[src/rtl/stack_exec_ctrl_if.sv]
// Bundle between the stack CPU execution controller and its surroundings.
//   Nibble stream : in_valid, in_nibble (to controller), in_ready (from controller)
//   Datapath taps : v0, v1 (stack top / next), ram_rdata (registered RAM read data)
//   Stack control : stack_accept (push), stack_pop, push_data
//   RAM control   : ram_addr, ram_write
//   Status        : depth, fault, halted
// master = the side feeding nibbles and datapath values; slave = the controller.
interface stack_exec_ctrl_if;
  logic       in_valid;
  logic [3:0] in_nibble;
  logic       in_ready;
  logic [3:0] v0;
  logic [3:0] v1;
  logic [3:0] ram_rdata;
  logic       stack_accept;
  logic       stack_pop;
  logic [3:0] push_data;
  logic [3:0] ram_addr;
  logic       ram_write;
  logic [3:0] depth;
  logic       fault;
  logic       halted;

  modport master (
    output in_valid, in_nibble, v0, v1, ram_rdata,
    input  in_ready, stack_accept, stack_pop, push_data, ram_addr, ram_write, depth, fault,
           halted
  );

  modport slave (
    input  in_valid, in_nibble, v0, v1, ram_rdata,
    output in_ready, stack_accept, stack_pop, push_data, ram_addr, ram_write, depth, fault,
           halted
  );
endinterface

[src/rtl/stack_exec_ctrl.sv]
// Execution controller for the 4-bit stack CPU.
// Accepts opcode/operand nibbles over a valid/ready handshake, then sequences one datapath
// action per cycle: push/pop strobes to the stack register and address/write to the 16x4 RAM.
// Tracks stack occupancy to reject overflow/underflow and flags faults and HALT.
// Ports:
//   clk  - rising-edge clock
//   rst  - asynchronous active-high reset
//   bus  - stack_exec_ctrl_if.slave (handshake, datapath taps, strobes, status)
// Parameter DEPTH: stack register depth in entries (2..15).
module stack_exec_ctrl #(
  parameter int unsigned DEPTH = 8
) (
  input logic              clk,
  input logic              rst,
  stack_exec_ctrl_if.slave bus
);

  localparam logic [3:0] DepthMax = 4'(DEPTH);

  localparam logic [3:0] OpNop   = 4'd0;
  localparam logic [3:0] OpPush  = 4'd1;
  localparam logic [3:0] OpPop   = 4'd2;
  localparam logic [3:0] OpDup   = 4'd3;
  localparam logic [3:0] OpAdd   = 4'd4;
  localparam logic [3:0] OpLoad  = 4'd5;
  localparam logic [3:0] OpStore = 4'd6;
  localparam logic [3:0] OpHalt  = 4'd7;

  typedef enum logic [3:0] {
    StFetch, StOpnd, StPush, StPop, StAddP1, StAddP2, StAddPush,
    StLdRd, StLdPush, StStWr, StStPop, StHalt
  } state_e;

  state_e     state_q;
  logic [3:0] op_q;
  logic [3:0] sum_q;
  logic [3:0] push_data_q;
  logic [3:0] ram_addr_q;
  logic [3:0] depth_q;
  logic       in_ready_q;
  logic       accept_q;
  logic       pop_q;
  logic       ram_write_q;
  logic       fault_q;
  logic       halted_q;
  logic       xfer;

  assign xfer = bus.in_valid & in_ready_q;

  // Strobes are registered alongside the state, so each equals "currently in a strobing state".
  always_ff @(posedge clk or posedge rst) begin
    if (rst) begin
      state_q     <= StFetch;
      op_q        <= '0;
      sum_q       <= '0;
      push_data_q <= '0;
      ram_addr_q  <= '0;
      depth_q     <= '0;
      in_ready_q  <= 1'b1;
      accept_q    <= 1'b0;
      pop_q       <= 1'b0;
      ram_write_q <= 1'b0;
      fault_q     <= 1'b0;
      halted_q    <= 1'b0;
    end else begin
      accept_q    <= 1'b0;
      pop_q       <= 1'b0;
      ram_write_q <= 1'b0;

      // Depth follows the strobe of the cycle just ending; guards keep it in 0..DEPTH.
      if (accept_q) begin
        depth_q <= depth_q + 4'd1;
      end else if (pop_q) begin
        depth_q <= depth_q - 4'd1;
      end

      unique case (state_q)
        StFetch: begin
          if (xfer) begin
            op_q <= bus.in_nibble;
            case (bus.in_nibble)
              OpNop: ;
              OpPush, OpLoad, OpStore: state_q <= StOpnd;
              OpPop: begin
                if (depth_q == 4'd0) begin
                  fault_q <= 1'b1;
                end else begin
                  state_q    <= StPop;
                  pop_q      <= 1'b1;
                  in_ready_q <= 1'b0;
                end
              end
              OpDup: begin
                if (depth_q == 4'd0 || depth_q == DepthMax) begin
                  fault_q <= 1'b1;
                end else begin
                  state_q     <= StPush;
                  accept_q    <= 1'b1;
                  push_data_q <= bus.v0;
                  in_ready_q  <= 1'b0;
                end
              end
              OpAdd: begin
                if (depth_q < 4'd2) begin
                  fault_q <= 1'b1;
                end else begin
                  // Capture the sum now; both operands are gone after the two pops.
                  sum_q      <= bus.v0 + bus.v1;
                  state_q    <= StAddP1;
                  pop_q      <= 1'b1;
                  in_ready_q <= 1'b0;
                end
              end
              OpHalt: begin
                state_q    <= StHalt;
                halted_q   <= 1'b1;
                in_ready_q <= 1'b0;
              end
              default: fault_q <= 1'b1;
            endcase
          end
        end

        StOpnd: begin
          if (xfer) begin
            case (op_q)
              OpPush: begin
                if (depth_q == DepthMax) begin
                  fault_q <= 1'b1;
                  state_q <= StFetch;
                end else begin
                  state_q     <= StPush;
                  accept_q    <= 1'b1;
                  push_data_q <= bus.in_nibble;
                  in_ready_q  <= 1'b0;
                end
              end
              OpLoad: begin
                if (depth_q == DepthMax) begin
                  fault_q <= 1'b1;
                  state_q <= StFetch;
                end else begin
                  ram_addr_q <= bus.in_nibble;
                  state_q    <= StLdRd;
                  in_ready_q <= 1'b0;
                end
              end
              OpStore: begin
                if (depth_q == 4'd0) begin
                  fault_q <= 1'b1;
                  state_q <= StFetch;
                end else begin
                  ram_addr_q  <= bus.in_nibble;
                  state_q     <= StStWr;
                  ram_write_q <= 1'b1;
                  in_ready_q  <= 1'b0;
                end
              end
              default: state_q <= StFetch;
            endcase
          end
        end

        StPush, StPop, StAddPush, StStPop: begin
          state_q    <= StFetch;
          in_ready_q <= 1'b1;
        end

        StAddP1: begin
          state_q <= StAddP2;
          pop_q   <= 1'b1;
        end

        StAddP2: begin
          state_q     <= StAddPush;
          accept_q    <= 1'b1;
          push_data_q <= sum_q;
        end

        StLdRd: begin
          state_q  <= StLdPush;
          accept_q <= 1'b1;
        end

        StLdPush: begin
          // Keep the loaded value on push_data once LD_PUSH is over.
          push_data_q <= bus.ram_rdata;
          state_q     <= StFetch;
          in_ready_q  <= 1'b1;
        end

        StStWr: begin
          state_q <= StStPop;
          pop_q   <= 1'b1;
        end

        StHalt: ;

        default: begin
          state_q    <= StFetch;
          in_ready_q <= 1'b1;
        end
      endcase
    end
  end

  assign bus.in_ready     = in_ready_q & ~rst;
  assign bus.stack_accept = accept_q;
  assign bus.stack_pop    = pop_q;
  // RAM read data is only valid during LD_PUSH, so it bypasses the register there.
  assign bus.push_data    = (state_q == StLdPush) ? bus.ram_rdata : push_data_q;
  assign bus.ram_addr     = ram_addr_q;
  assign bus.ram_write    = ram_write_q;
  assign bus.depth        = depth_q;
  assign bus.fault        = fault_q;
  assign bus.halted       = halted_q;

endmodule
[src/flat_wrapper.sv]
// flat-port wrapper written by rule: the top's interface ports become plain ports
module stack_exec_ctrl_flat 
#(
  parameter int unsigned DEPTH = 8
)
  (clk, rst, bus_in_valid, bus_in_nibble, bus_v0, bus_v1, bus_ram_rdata, bus_in_ready, bus_stack_accept, bus_stack_pop, bus_push_data, bus_ram_addr, bus_ram_write, bus_depth, bus_fault, bus_halted);
  stack_exec_ctrl_if bus_i ();
  input logic clk;
  input logic rst;
  input wire logic [$bits(bus_i.in_valid)-1:0] bus_in_valid;
  input wire logic [$bits(bus_i.in_nibble)-1:0] bus_in_nibble;
  input wire logic [$bits(bus_i.v0)-1:0] bus_v0;
  input wire logic [$bits(bus_i.v1)-1:0] bus_v1;
  input wire logic [$bits(bus_i.ram_rdata)-1:0] bus_ram_rdata;
  output wire logic [$bits(bus_i.in_ready)-1:0] bus_in_ready;
  output wire logic [$bits(bus_i.stack_accept)-1:0] bus_stack_accept;
  output wire logic [$bits(bus_i.stack_pop)-1:0] bus_stack_pop;
  output wire logic [$bits(bus_i.push_data)-1:0] bus_push_data;
  output wire logic [$bits(bus_i.ram_addr)-1:0] bus_ram_addr;
  output wire logic [$bits(bus_i.ram_write)-1:0] bus_ram_write;
  output wire logic [$bits(bus_i.depth)-1:0] bus_depth;
  output wire logic [$bits(bus_i.fault)-1:0] bus_fault;
  output wire logic [$bits(bus_i.halted)-1:0] bus_halted;
  assign bus_i.in_valid = bus_in_valid;
  assign bus_i.in_nibble = bus_in_nibble;
  assign bus_i.v0 = bus_v0;
  assign bus_i.v1 = bus_v1;
  assign bus_i.ram_rdata = bus_ram_rdata;
  assign bus_in_ready = bus_i.in_ready;
  assign bus_stack_accept = bus_i.stack_accept;
  assign bus_stack_pop = bus_i.stack_pop;
  assign bus_push_data = bus_i.push_data;
  assign bus_ram_addr = bus_i.ram_addr;
  assign bus_ram_write = bus_i.ram_write;
  assign bus_depth = bus_i.depth;
  assign bus_fault = bus_i.fault;
  assign bus_halted = bus_i.halted;
  stack_exec_ctrl #(.DEPTH(DEPTH)) u_core (.clk(clk), .rst(rst), .bus(bus_i));
endmodule
[config.mk]
export PLATFORM = sky130hd
export DESIGN_NAME = stack_exec_ctrl_flat
export DESIGN_NICKNAME = d
export VERILOG_FILES = /design/src/rtl/stack_exec_ctrl_if.sv /design/src/rtl/stack_exec_ctrl.sv /design/src/flat_wrapper.sv
export SDC_FILE = /design/constraint.sdc
export NUM_CORES = 1
export LEC_CHECK = 0
export ABC_AREA = 1
export BUFFER_PORTS_ARGS = -buffer_cell sky130_fd_sc_hd__buf_2
export CAP_MARGIN = 20
export CORE_UTILIZATION = 56
export CTS_CLUSTER_SIZE = 10
export DETAILED_ROUTE_END_ITERATION = 6
export PLACE_DENSITY = 0.78
export SLEW_MARGIN = 0
export SYNTH_ARGS = -nofsm -noshare
export SYNTH_HDL_FRONTEND = slang
export SYNTH_SLANG_ARGS = --single-unit
[constraint.sdc]
create_clock -name clk -period 1.7 [get_ports clk]
set_input_delay 0 -clock clk [delete_from_list [all_inputs] [get_ports clk]]
set_output_delay 0 -clock clk [all_outputs]
set_load 0.01 [all_outputs]
# After elaboration in Yosys (flattened, before gate mapping)
# Index checks and enable logic that the tools add are counted.
# op_classes
n_addsub	3
magnitude_cmp	1
eq_ne	37
mux	56
n_bitwise	6
n_reduce_logical	22
# ops
operator	count
4-bit two-way mux	16
4-bit by 3-bit equality test with 1-bit output, second input constant	9
4-bit case mux with 7 select lines	1
1-bit two-way mux	24
4-bit case mux with 5 select lines	1
4-bit equality test, second input constant	4
4-bit case mux with 4 select lines	1
8-bit AND reduction	2
2-bit inequality test, second input constant	7
7-bit AND reduction	2
4-bit by 1-bit equality test with 1-bit output, second input constant	3
4-bit zero test	3
3-bit by 2-bit inequality test with 1-bit output, second input constant	4
3-bit inequality test, second input constant	4
4-bit case mux with 3 select lines	1
1-bit case mux with 2 select lines	5
5-bit OR reduction	2
4-bit by 2-bit equality test with 1-bit output, second input constant	2
1-bit case mux with 4 select lines	2
4-bit case mux with 2 select lines	1
6-bit by 5-bit inequality test with 1-bit output, second input constant	1
1-bit case mux with 3 select lines	2
2-bit nonzero test	3
2-bit OR reduction	3
17 further kinds	22
# word_totals
ff_bits	30
input_bits	19
output_inout_bits	18
elab_cells	137

# Depth between registers and ports, before layout
# logic_depth
word_depth	6
mapped_depth	11
mapped_depth_nobuf	11

# Worst setup path after synthesis
# OpenSTA, ideal clock, no wires.
# synth_path
path_type	reg2reg
from	register u_core.accept_q (netlist: u_core.bus.stack_accept)
to	register u_core.depth_q[3] (netlist: u_core.bus.depth[3])
arrival_ns	1.301
required_ns	1.569
slack_ns	0.268
stages_incl_launch_ff	8
period_less_slack_ns	1.432
cell_sequence	dfrtp_1 inv_1 ha_1 a21oi_1 nand2_1 nand2_1 o21ai_0 xor2_1
# synth_via
elab_chain_len	1
word_cells_on_any_way	2
classes_between	mux (1); reduce/logical (1)
# synth_lines
element	line	text
start: declaration	stack_exec_ctrl.sv:41	logic accept_q;
start signal: assignment	stack_exec_ctrl.sv:60	accept_q <= 1'b0;
start signal: assignment	stack_exec_ctrl.sv:66	accept_q <= 1'b0;
start signal: assignment	stack_exec_ctrl.sv:98	accept_q <= 1'b1;
4-bit two-way mux or 2-bit nonzero test (tied branches)	--	
end signal: assignment	stack_exec_ctrl.sv:72	depth_q <= depth_q + 4'd1;
end signal: assignment	stack_exec_ctrl.sv:74	depth_q <= depth_q - 4'd1;
end: declaration	stack_exec_ctrl.sv:39	logic [3:0] depth_q;
# Several ways; a longest one is shown, not always the timed one.
# A chain may end at the register's enable or synchronous reset.

# Worst setup path in the final report
# layout_path
from	register u_core.state_q[1]
to	register u_core.in_ready_q
# layout_via
elab_chain_len	4
word_cells_on_any_way	18
classes_between	eq/ne (13); mux (1); bitwise (1); reduce/logical (3)
# layout_lines
element	line	text
start: declaration	stack_exec_ctrl.sv:34	state_e state_q;
start signal: assignment	stack_exec_ctrl.sv:53	state_q <= StFetch;
start signal: assignment	stack_exec_ctrl.sv:83	OpPush, OpLoad, OpStore: state_q <= StOpnd;
start signal: assignment	stack_exec_ctrl.sv:88	state_q <= StPop;
4-bit equality test or 4-bit by 3-bit equality test with 1-bit output (tied branches)	stack_exec_ctrl.sv:77	unique case (state_q)
5-bit OR reduction (no source line)	--	
1-bit NOT (no source line)	--	
8-bit AND reduction (no source line)	--	
end signal: assignment	stack_exec_ctrl.sv:90	in_ready_q <= 1'b0;
end signal: assignment	stack_exec_ctrl.sv:100	in_ready_q <= 1'b0;
end signal: assignment	stack_exec_ctrl.sv:111	in_ready_q <= 1'b0;
end: declaration	stack_exec_ctrl.sv:40	logic in_ready_q;
# Several ways; a longest one is shown, not always the timed one.

==> results.md <==
* Outcome: finished, final reports clean
* Sequential Power Share at 33.9%
* Hold Crit Class: primary input to flip-flop
* Latest clock arrival within the worst-skew pair at 0.29 ns
* Layout cells sized above 1 at 23.27%
* Async S/R FF share, synth at 100.0%
* DR vias at 2,179
* Slew @ Worst Pin at 0.5819 ns
* Vias in the first global route at 1,988
* Top post-synthesis cells by count: nand2_1 (110), nor2_1 (37), dfrtp_1 (29), nand3_1 (29), inv_1 (25)
* Die height at 63.60 µm
* LEAKAGE at 1.392 nW
* Most used DFF post-synth: dfrtp_1
* Sw power at 1.475 mW
* Sequential area share after synthesis at 35.39%
* First DRT Iteration DRCs at 149
* Remaining DRCs at 0
* Syn_nets at 338
* Yosys Warn Count at 0
* Clk buf depth at 2
* Crit path time final at 1.575 ns
* Row Count at 22
* Syn Std Cell Area at 2125 µm²
* Die X at 63.60 µm
* Fin crit share at 92.62%
* Final antenna-violating net count at 0
* Initial antenna violation count at 0
* Clock transition at path regs at 0.07 ns
* Max Fanout on Critical Path at 9
* Pre-Repair DR Iteration Count at 6
* Starting density of the core at 58.03%
* TNS Setup at 0 ns
* Syn Area/Cell at 6.809 µm²
* Post-synth top area cell: dfrtp_1
* Cts bufs inserted at 5
* Seq cells post-synth at 30
* Clock sinks at 30
* PwrDens at 1316 nW/µm²
* Antenna diode count at 0
* Die area at 4044 µm²
* Yosys cell types at 31
* I/O Pins at 37
* CP Class: flip-flop to flip-flop
* Number of port buffers at 36
* Endpoints failing hold at 0
* Gr usage total at 29.72%
* Comb power frac at 47.7%
* Post-synth EDFFs at 0
* Int Pwr at 1.839 mW
* Clock root cell: clkbuf_8
* Req. time, crit path at 1.93 ns
* Fillers at 328
* CP startpoint kind: flip-flop
* Vias per cell at 5.328
* Top-count cell post-synth: nand2_1
* First-pass GRT wire length at 9101 µm
* CORE AREA at 3661 µm²
* Switching Fraction at 44.51%
* DP HPWL at 4200 µm
* GR Overflow Total at 0
* RSZ-0062 raised after global routing: true
* Slew Limit Fails at 0
* DR WL/cell at 12.99 µm
* Largest net degree at the start of global routing at 19
* Area grow syn2layout at 18.49%
* Routability cong. at 1.081
* TritonCTS clock tree: yes
* Post-layout net count at 386
* Tot Pwr at 3.314 mW
* Max cap viols at 0
* Final setup fails at 0
* Detailed Route WL at 5313 µm
* Area share of the largest cell type after synthesis at 34.16%
* Synthesized instance count at 312
* Peak VDD IR at 0.7533 mV
* Worst EP arrival at 1.80 ns
* Clock Skew at 0.007111 ns
* Clk network pwr share at 18.4%
* Max Clk Rate at 635.1 MHz
* Area contributors post-synth: dfrtp_1 (34%), nand2_1 (19%), nand3_1 (6.8%)
* H-tree Lvls at 2
* CP Capture Type: flip-flop
* Slew HR at 61.17%
## final timing paths
path,startpoint,endpoint,slack [ns],cells after the start
worst max-delay path,u_core.state_q[1],u_core.in_ready_q,0.13,9
worst min-delay path,bus_v1[0],u_core.sum_q[0],0.06,4
worst max register to register,u_core.state_q[1],u_core.in_ready_q,0.13,9
worst min register to register,u_core.push_data_q[2],u_core.push_data_q[2],0.48,2
max in group asynchronous,rst,u_core.bus.ram_addr[0],0.88,4
min in group asynchronous,rst,u_core.sum_q[0],0.33,3
## worst max-delay path: stages, from the launching register on
cell and delay [ns]:
dfrtp_1 0.47, nor2_2 0.20, nand2_2 0.15, inv_4 0.14, nand2_1 0.06, nor2_1 0.21, nor2_1 0.08, nand3_1 0.08
nand2_1 0.06, nand2_1 0.06
## per-layer routing
layer,track usage (%),up-vias,wire (µm)
met4,13.92,0,142
met5,0,-,0
met2,46.01,83,2465
met3,4.710,12,341
met1,40.34,996,2365
li1,-,1088,-
## layout make-up
class / count / area, µm² / area share [%]
multi-input cells: 244 / 1226 / 48.71
well taps: 48 / 60.06 / 2.386
repair buffers: 42 / 240.2 / 9.543
clock buffers: 6 / 82.58 / 3.280
inverters: 37 / 143.9 / 5.716
clock inverters: 2 / 12.51 / 0.4970
flip-flops and latches: 30 / 752.0 / 29.87
## metrics by stage
step	hold slack (ns)	worst slack (ns)	util, %	instances	instance area (µm²)
CTS	0.05809	0.1227	68.49	408	2507
global placement	0.08390	0.1120	65.62	399	2402
detailed placement	0.08895	0.1322	65.62	399	2402
global route	0.08528	-0.004734	68.76	409	2517
floorplan	0.04753	0.2682	-	312	2125
finish	0.05626	0.1254	68.76	409	2517
## layout by cell type (no fill, tap or decap), types with 6 or more instances in the layout
| master | count |
|---|---|
| nand2_1 | 110 |
| a21oi_1 | 9 |
| o21ai_1 | 7 |
| inv_1 | 25 |
| clkbuf_8 | 6 |
| nand3_1 | 29 |
| buf_2 | 36 |
| o21ai_0 | 9 |
| inv_2 | 10 |
| nor2_1 | 37 |
| dfrtp_1 | 29 |
## logic make-up after synthesis
family	after synthesis	synth area share, %
and+or+nand+nor	198	41.46
buffers and inverters	38	6.890
AOI/OAI and AO/OA	32	8.421
DFF	30	35.39
adders and majority gates	7	4.829
xor gates and xnor gates	6	2.473
muxes	1	0.5300
## sequential cells by signal, summed over array words and instances, names as in the netlist
register / cells
u_core.in_ready_q: 1
u_core.bus.depth: 4
u_core.bus.ram_write: 1
u_core.state_q: 4
u_core.bus.stack_accept: 1
u_core.sum_q: 4
u_core.bus.ram_addr: 4
u_core.bus.halted: 1
u_core.bus.stack_pop: 1
u_core.bus.fault: 1
u_core.push_data_q: 4
u_core.op_q: 4
## repair_timing
item,in CTS,in global routing
buffers inserted,0,1
endpoints found under the hold margin,11,0
endpoints found under the setup margin,0,2
resized for setup,0,1
hold buffers,1,0
## power by group through the flow
stage,logic (mW),registers [mW],clock network [mW]
floorplan,1.09,1.14,0
detailed placement,1.55,1.13,0
CTS,1.56,1.12,0.619
finish,1.58,1.12,0.609
global route,1.79,1.16,0.651
global placement,1.52,1.12,0
(Power assumes the default switching activity.)
